--- config.mk ---
export PLATFORM = sky130hd
export DESIGN_NAME = lsu_mem_if
export DESIGN_NICKNAME = d
export VERILOG_FILES = /design/src/rtl/lsu_mem_if.sv
export SDC_FILE = /design/constraint.sdc
export NUM_CORES = 1
export LEC_CHECK = 0
export ABC_CLOCK_PERIOD_IN_PS = 2000
export CORE_AREA = 4 4 114 116
export CTS_CLUSTER_DIAMETER = 40
export DETAILED_ROUTE_END_ITERATION = 6
export DIE_AREA = 0 0 118 120
export GPL_TIMING_DRIVEN = 0
export PLACE_DENSITY = 0.89
export SLEW_MARGIN = 40
export SYNTH_ARGS = -nofsm -noshare
export SYNTH_HDL_FRONTEND = slang
export SYNTH_SLANG_ARGS = --single-unit
--- constraint.sdc ---
create_clock -name clk -period 2 [get_ports clk]
set_input_delay 0.2 -clock clk [delete_from_list [all_inputs] [get_ports clk]]
set_output_delay 0.2 -clock clk [all_outputs]
set_load 0.005 [all_outputs]
--- src/rtl/lsu_mem_if.sv ---
// Load/store unit between the core's M stage and a word-addressed req/ready data bus.
// Build option LSU_MISALIGN_TRAP_EN: trap misaligned accesses instead of aligning them.
module lsu_mem_if #(
  parameter int unsigned TIMEOUT_CYCLES = 255
) (
  input  logic        clk,
  input  logic        rst,
  input  logic        req_valid,
  input  logic        req_we,
  input  logic [2:0]  req_funct3,
  input  logic [31:0] req_addr,
  input  logic [31:0] req_wdata,
  output logic        lsu_busy,
  output logic        rsp_valid,
  output logic [31:0] rsp_rdata,
  output logic        rsp_err,
  output logic        bus_req,
  output logic        bus_we,
  output logic [31:0] bus_addr,
  output logic [31:0] bus_wdata,
  output logic [3:0]  bus_be,
  input  logic        bus_ready,
  input  logic [31:0] bus_rdata
);
  typedef enum logic [1:0] {IDLE, BUS, DONE} state_t;

  localparam int unsigned CW = (TIMEOUT_CYCLES > 1) ? $clog2(TIMEOUT_CYCLES + 1) : 1;

  state_t        state_q, state_d;
  logic [CW-1:0] cnt_q, cnt_d;
  logic [2:0]    f3_q, f3_d;
  logic [1:0]    off_q, off_d;
  logic          rsp_valid_q, rsp_valid_d;
  logic [31:0]   rsp_rdata_q, rsp_rdata_d;
  logic          rsp_err_q, rsp_err_d;
  logic          bus_req_q, bus_req_d;
  logic          bus_we_q, bus_we_d;
  logic [31:0]   bus_addr_q, bus_addr_d;
  logic [31:0]   bus_wdata_q, bus_wdata_d;
  logic [3:0]    bus_be_q, bus_be_d;

  logic          illegal;
  logic          reject;
  logic [1:0]    off_eff;
  logic          timeout_hit;
  logic [7:0]    byte_sel;
  logic [15:0]   half_sel;
  logic [31:0]   load_ext;

  always_comb begin
    illegal = (req_funct3 == 3'b011) || (req_funct3[2:1] == 2'b11) || (req_funct3[2] && req_we);
`ifdef LSU_MISALIGN_TRAP_EN
    off_eff = req_addr[1:0];
    reject  = illegal
           || ((req_funct3[1:0] == 2'b01) && req_addr[0])
           || ((req_funct3[1:0] == 2'b10) && (req_addr[1:0] != 2'b00));
`else
    // Misaligned halves/words are silently pulled down to their natural boundary.
    case (req_funct3[1:0])
      2'b01:   off_eff = {req_addr[1], 1'b0};
      2'b10:   off_eff = 2'b00;
      default: off_eff = req_addr[1:0];
    endcase
    reject = illegal;
`endif
  end

  generate
    if (TIMEOUT_CYCLES != 0) begin : g_timeout
      assign timeout_hit = (cnt_q == CW'(TIMEOUT_CYCLES - 1));
    end else begin : g_no_timeout
      assign timeout_hit = 1'b0;
    end
  endgenerate

  always_comb begin
    byte_sel = bus_rdata[{off_q, 3'b000} +: 8];
    half_sel = off_q[1] ? bus_rdata[31:16] : bus_rdata[15:0];
    case (f3_q)
      3'b000:  load_ext = {{24{byte_sel[7]}}, byte_sel};
      3'b100:  load_ext = {24'h0, byte_sel};
      3'b001:  load_ext = {{16{half_sel[15]}}, half_sel};
      3'b101:  load_ext = {16'h0, half_sel};
      default: load_ext = bus_rdata;
    endcase
  end

  always_comb begin
    state_d     = state_q;
    cnt_d       = cnt_q;
    f3_d        = f3_q;
    off_d       = off_q;
    rsp_valid_d = 1'b0;
    rsp_rdata_d = 32'h0;
    rsp_err_d   = 1'b0;
    bus_req_d   = bus_req_q;
    bus_we_d    = bus_we_q;
    bus_addr_d  = bus_addr_q;
    bus_wdata_d = bus_wdata_q;
    bus_be_d    = bus_be_q;
    case (state_q)
      IDLE: begin
        if (req_valid && reject) begin
          rsp_valid_d = 1'b1;
          rsp_err_d   = 1'b1;
          state_d     = DONE;
        end else if (req_valid) begin
          f3_d       = req_funct3;
          off_d      = off_eff;
          cnt_d      = '0;
          bus_req_d  = 1'b1;
          bus_we_d   = req_we;
          bus_addr_d = {req_addr[31:2], 2'b00};
          case (req_funct3[1:0])
            2'b00: begin
              bus_wdata_d = {4{req_wdata[7:0]}};
              bus_be_d    = req_we ? (4'b0001 << off_eff) : 4'b1111;
            end
            2'b01: begin
              bus_wdata_d = {2{req_wdata[15:0]}};
              bus_be_d    = !req_we ? 4'b1111 : (off_eff[1] ? 4'b1100 : 4'b0011);
            end
            default: begin
              bus_wdata_d = req_wdata;
              bus_be_d    = 4'b1111;
            end
          endcase
          state_d = BUS;
        end
      end
      BUS: begin
        cnt_d = cnt_q + CW'(1);
        // A ready arriving on the final allowed cycle still completes cleanly.
        if (bus_ready) begin
          bus_req_d   = 1'b0;
          rsp_valid_d = 1'b1;
          rsp_rdata_d = bus_we_q ? 32'h0 : load_ext;
          state_d     = DONE;
        end else if (timeout_hit) begin
          bus_req_d   = 1'b0;
          rsp_valid_d = 1'b1;
          rsp_err_d   = 1'b1;
          state_d     = DONE;
        end
      end
      default: state_d = IDLE;
    endcase
  end

  always_ff @(posedge clk) begin
    if (!rst) begin
      state_q     <= IDLE;
      cnt_q       <= '0;
      f3_q        <= 3'b000;
      off_q       <= 2'b00;
      rsp_valid_q <= 1'b0;
      rsp_rdata_q <= 32'h0;
      rsp_err_q   <= 1'b0;
      bus_req_q   <= 1'b0;
      bus_we_q    <= 1'b0;
      bus_addr_q  <= 32'h0;
      bus_wdata_q <= 32'h0;
      bus_be_q    <= 4'h0;
    end else begin
      state_q     <= state_d;
      cnt_q       <= cnt_d;
      f3_q        <= f3_d;
      off_q       <= off_d;
      rsp_valid_q <= rsp_valid_d;
      rsp_rdata_q <= rsp_rdata_d;
      rsp_err_q   <= rsp_err_d;
      bus_req_q   <= bus_req_d;
      bus_we_q    <= bus_we_d;
      bus_addr_q  <= bus_addr_d;
      bus_wdata_q <= bus_wdata_d;
      bus_be_q    <= bus_be_d;
    end
  end

  assign lsu_busy  = ((state_q == IDLE) && req_valid) || (state_q == BUS);
  assign rsp_valid = rsp_valid_q;
  assign rsp_rdata = rsp_rdata_q;
  assign rsp_err   = rsp_err_q;
  assign bus_req   = bus_req_q;
  assign bus_we    = bus_we_q;
  assign bus_addr  = bus_addr_q;
  assign bus_wdata = bus_wdata_q;
  assign bus_be    = bus_be_q;
endmodule

==> results of run 1 <==
state kept, by name (all words and copies together) (netlist names), 2 cells and up:
signal	cells
bus_wdata	32
rsp_rdata	32
bus_addr	30
cnt_q	8
bus_be	4
f3_q	3
off_q	2
state_q	2
Yosys cell counts, drive strengths merged (4+ instances only):
cell	number
a2111oi	7
a211oi	7
a21boi	45
a21oi	40
a221oi	7
a22o	8
buf	20
clkbuf	28
dfxtp	117
ha	5
inv	21
nand2	149
nand3	11
nand4	4
nor2	18
nor2b	11
o211a	29
o21ai	23
o22a	8
power breakdown:
part / switching [mW] / leakage (nW) / internal (mW)
Sequential: 0.0597 / 0.952 / 2.44
Clock: 1.05 / 0.289 / 1.95
Combinational: 0.460 / 2.01 / 0.541
Total: 1.57 / 3.25 / 4.93
per-stage QoR:
| stage | setup TNS, ns | setup slack (ns) |
|---|---|---|
| global route | -0.0110 | -0.0110 |
| CTS | 0 | 0.0227 |
| detailed placement | -24.55 | -0.626 |
| global placement | -20.56 | -0.572 |
| floorplan | 0 | 0.471 |
| finish | 0 | 0.110 |
per-layer routing:
| layer | GRT usage, % | vias to the layer above |
|---|---|---|
| met1 | 26.3 | 2421 |
| met4 | 16.0 | 0 |
| met2 | 40.2 | 298 |
| met5 | 0 | - |
| li1 | - | 2552 |
| met3 | 8.67 | 69 |
worst max-delay path, stage by stage:
cell and delay (ns):
clkdlybuf4s50_1 0.55, ha_1 0.27, nor2_1 0.20, o21a_1 0.14, buf_2 0.22, buf_2 0.26, o2111ai_1 0.18, o211a_1 0.17
cells by family after synthesis:
group / after synthesis
and+or+nand+nor: 212
xor gates and xnor gates: 1
buffers and inverters: 70
DFF: 117
AOI/OAI and AO/OA: 192
muxes: 3
other: 1
adders and majority gates: 5
how the worst max path moves through the flow:
| stage | start | to | slack, ns | cells after the start |
|---|---|---|---|---|
| after floorplan | off_q[1]$_SDFFE_PN0P_ | rsp_rdata[10]$_SDFF_PP0_ | 0.47 | 5 |
| final | req_funct3[1] | bus_be[1]$_SDFFE_PN0P_ | 0.11 | 8 |
| after global placement | req_funct3[1] | bus_wdata[30]$_SDFFE_PN0P_ | -0.57 | 9 |
| after CTS | req_funct3[1] | cnt_q[5]$_SDFFE_PN0P_ | 0.02 | 8 |
| after global routing | req_funct3[1] | bus_be[2]$_SDFFE_PN0P_ | -0.01 | 8 |
| after detailed placement | req_funct3[1] | bus_wdata[20]$_SDFFE_PN0P_ | -0.63 | 9 |
repair_timing:
item / CTS / global route
pin swaps: 0 / 0
setup endpoints to repair: 14 / 21
gates resized for setup: 3 / 8
hold buffers: 0 / 0
buffers inserted: 0 / 2
final cells by class:
class | instances | area [um2]
Fill cell | 955 | 3960
Inverter | 22 | 83.8
Clock inverter | 9 | 100
Clock buffer | 23 | 488
Tap cell | 147 | 184
Timing Repair Buffer | 208 | 2080
Multi-Input combinational cell | 415 | 2470
Sequential cell | 117 | 2340
Buffer | 47 | 210
==> results.cfg, run 1 <==
[outcome]
outcome = finished, final reports clean

[sta]
timing.final.crit_share_pct = 94.5
fmax_mhz = 529
min_period_ns = 1.89
slew_headroom_pct = 60.5
skew_ns = 0.00587
slew_viol_final = 0
tightest_slew_ns = 0.592
setup-violations-final = 0
hold_ws_ns = 0.249
finalHoldViolCount = 0
rsz0062_at_grt = yes

[setup_path]
r2r-end = rsp_rdata[4]$_SDFF_PP0_
r2r_start = state_q[0]$_SDFFE_PN0P_
rr_worst_depth = 4
critPathLaunchType = input pin
worst-path-max-fanout = 10
r2r_setup_slack_ns = 0.14
crit_type = input pin to flop
worstPathRequired_ns = 2.31
critPathCaptureType = flop
cp.arrival_ns = 2.20

[cells_and_area]
mostFrequentLayoutCell = clkdlybuf4s50_1
diodes = 0
layout_common_cells = clkdlybuf4s50_1 (205), nand2_1 (149), dfxtp_1 (117)
fin_util_pct = 66.8
final_cell_count_no_fill = 988
drive_gt1_share_pct = 7.49
area_growth_pct = 56.5
finalNetCount = 937
final_cell_area_um2 = 7960

[place]
port-buffer-count = 206
dpl-instance-area_um2 = 7330
dp.final_hpwl_um = 13000
routabilityCongestion = 0.911
place_inst = 955

[synth]
avgSynthCellArea_um2 = 8.46
synth_top_area_cell = dfxtp_1
synthXorXnorAreaFrac_pct = 0.172
synth_area_um2 = 5080
synth_simple_gate_area_share_pct = 18.2
synth-async-reset-ratio_pct = 0
synth_top_family_by_area = compound AO/OA/AOI/OAI gates
synth.area.mux_share_pct = 0.615
yosysWarnings = 0
ys_seq_area_share_pct = 46.1
synth_compound_area_share_pct = 27.8
synth_seq_cells = 117
synth_cells = 601
ys_top_cells_by_area = dfxtp_1 (46%), nand2_1 (11%), a21boi_1 (6.5%)
synthAdderAreaFrac_pct = 1.23
synth_edf_count = 0
synth_cell_types = 52
synth_top_cell_area_share_pct = 46.1
ys.flop_type = dfxtp_1

[hold_path]
hold_class = input pin to flop
min_from = req_we
holdPathStages = 3
holdPathEnd = bus_we$_SDFFE_PN0P_

[pwr]
p_per_area_nw_per_um2 = 818
leakage_nw = 3.25
total_power_mw = 6.50
peakVddDrop_uv = 639

[clock_network]
cts-htree-levels = 4
cts_tree = built
numClockSinks = 117
cts.path.max_buffers = 2
cts_buffers = 17
clk_pin_slew_ns = 0.05
clk_latency_ns = 0.41
root_buffer = clkbuf_16

[detailed_routing]
wl_met3_um = 1600
drt-pass1-iter-count = 5
vias = 5340
ant_nets = 0
vias_per_cell = 5.40
top_layer = met4
wl_met1_um = 6900
drc = 0
wl_met2_um = 8080
drt_iter0_drc = 388
post_drt_wl_per_cell_um = 17.7
wl_um = 17500

[global_route]
overflow = 0
grt_use_total_pct = 24.3
grt_antenna_before_repair = 0
grt_pass1_vias = 5356
grt_pass1_wl_um = 27200
grt_max_degree = 17

[die]
start_util_pct = 42.7
fp.dieArea_um2 = 14200
die_width_um = 118
fp-row-count = 40
pin_count = 209
die_h_um = 120
core-area_um2 = 11900

[flow_run]
cap_violations = 0
No activity file was read; power rests on OpenSTA's default activity.
==> run 2: changes to the inputs <==
ABC_CLOCK_PERIOD_IN_PS = not set   (was 2000)
CAP_MARGIN = 10   (was not set)
==> results of run 2 <==
Final layout, timing and power as in run 1 (identical DEF).
==> run 3: changes to the inputs <==
RECOVER_POWER = 50   (was not set)
==> run 3 against run 2 <==
Compared with the run above:
- total power decreased by 0.65%
- wire length decreased by 0.47%
- critical path depth unchanged
- core utilization about the same
- global-route usage unchanged
- sequential power about the same
- via count increased by 0.51%
- count of clock-buffer cells in the layout unchanged
- first-iteration DRC count decreased by 1.5%
- largest power group unchanged
==> results.cfg, run 3 (synthesized netlist as in run 1, its figures left out) <==
[outcome]
outcome = finished, final reports clean

[setup_path]
worst-path-max-fanout = 10
r2r_setup_slack_ns = 0.13
worst_path_dominant_cell_family = buffers and inverters
setup.worst_path.start = req_funct3[1]
cp.arrival_ns = 2.20
worstPathRequired_ns = 2.31
path_buf_inv = 3
r2r_start = off_q[1]$_SDFFE_PN0P_
crit_cells = 8
crit_end = bus_be[1]$_SDFFE_PN0P_
r2r-end = rsp_rdata[11]$_SDFF_PP0_
crit_type = input pin to flop
slowest_delay_ns = 0.55
critPathCaptureType = flop
cp_common_cell = buf_2
rr_worst_depth = 5
worstPathCellList = clkdlybuf4s50_1, ha_1, nor2_1, o21a_1, buf_2, buf_2, o2111ai_1, o211a_1
crit_path_top_delay_cell = clkdlybuf4s50_1
critPathLaunchType = input pin

[clock_network]
clk_latency_ns = 0.41
root_buffer = clkbuf_16
clk_pin_slew_ns = 0.05
cts_buffers = 17
cts-htree-levels = 4
cts_tree = built
holdBufCountCts = 0
cts.path.max_buffers = 2
numClockSinks = 117

[detailed_routing]
drt_iter0_drc = 382
vias_per_cell = 5.43
ant_nets = 0
vias = 5367
drt-pass1-iter-count = 6
post_drt_wl_per_cell_um = 17.6
drc = 0
wl_um = 17400

[cells_and_area]
nFillCells = 957
multi_input_area_um2 = 2460
finalNetCount = 937
drive_gt1_share_pct = 7.37
mostFrequentLayoutCell = nand2_1
area_growth_pct = 56.5
register_area_um2 = 2340
final_cell_count_no_fill = 988
diodes = 0
final_cell_area_um2 = 7950
layout_common_cells = nand2_1 (149), dfxtp_1 (117), dlygate4sd3_1 (103)

[sta]
setup-violations-final = 0
finalHoldViolCount = 0
hold_ws_ns = 0.259
rsz0062_at_grt = yes
slew_viol_final = 0
fmax_mhz = 529
skew_ns = 0.00470
slew_headroom_pct = 59.4
timing.final.crit_share_pct = 94.5
min_period_ns = 1.89
tightest_slew_ns = 0.609

[global_route]
grt_use_total_pct = 24.3
grt_max_degree = 17
overflow = 0
grt_antenna_before_repair = 0
grt_pass1_vias = 5356
grt_pass1_wl_um = 27200

[die]
die_width_um = 118
fp-row-count = 40
start_util_pct = 42.7
fp.dieArea_um2 = 14200
pin_count = 209
die_h_um = 120
core-area_um2 = 11900

[pwr]
p_per_area_nw_per_um2 = 813
peakVddDrop_uv = 633
total_power_mw = 6.46
leakage_nw = 3.57

[place]
port-buffer-count = 206
dp.final_hpwl_um = 13000
place_inst = 955
dpl-instance-area_um2 = 7330
routabilityCongestion = 0.911

[flow_run]
cap_violations = 0

[hold_path]
hold_class = input pin to flop
holdPathStages = 3
[run 3: cell types whose count changed in the layout (fill, tap and decap cells not counted), sizes merged]
cell / previous run / this run
clkdlybuf4s50: 205 / 102
dlygate4sd3: 0 / 103
[run 3: routing by layer]
layer / wire (um) / track usage, %
met5: 0 / 0
met4: 974 / 16.0
met3: 1640 / 8.67
met2: 8030 / 40.2
met1: 6780 / 26.3
[run 3: final cells by class]
| cell class | instances | area share (%) |
|---|---|---|
| tap | 147 | 2.31 |
| timing repair buffer | 208 | 26.2 |
| multi-input combinational | 415 | 31.0 |
| buffer | 47 | 2.64 |
| clock inverter | 9 | 1.26 |
| inverter | 22 | 1.05 |
| clock buffer | 23 | 6.14 |
| sequential | 117 | 29.5 |
[run 3: repair_timing]
action,in CTS,in global routing
setup endpoints to repair,14,21
setup buffers,0,2
pin swaps,0,0
gates resized for setup,3,8
[run 3: worst min path at each step]
stage / start / endpoint / slack, ns
final: req_we / bus_we$_SDFFE_PN0P_ / 0.26
after detailed placement: bus_addr[17]$_SDFFE_PN0P_ / bus_addr[17]$_SDFFE_PN0P_ / 0.44
after global routing: req_we / bus_we$_SDFFE_PN0P_ / 0.27
after CTS: req_addr[15] / bus_addr[15]$_SDFFE_PN0P_ / 0.32
after floorplan: req_addr[10] / bus_addr[10]$_SDFFE_PN0P_ / 0.33
after global placement: bus_addr[21]$_SDFFE_PN0P_ / bus_addr[21]$_SDFFE_PN0P_ / 0.44
[run 3: metrics by stage]
step	worst slack (ns)	utilization (%)	setup TNS [ns]
3_5_place_dp	-0.626	61.6	-24.55
3_3_place_gp	-0.572	61.6	-20.56
4_1_cts	0.0227	66.5	0
5_1_grt	-0.0110	66.8	-0.0110
6_report	0.110	66.8	0
2_1_floorplan	0.471	-	0
[run 3: power by group]
part	switching [mW]	leakage, nW	internal [mW]
combinational	0.459	2.33	0.505
clock	1.05	0.289	1.95
sequential	0.0549	0.952	2.44
total	1.56	3.57	4.90
[run 3: worst register-to-register path, delay by kind of cell (launching register included)]
kind	cells	cell delay, ns
flip-flops	1	0.30
AO/OA/AOI/OAI	3	0.82
multiplexers	1	0.38
buffers and inverters	1	0.21
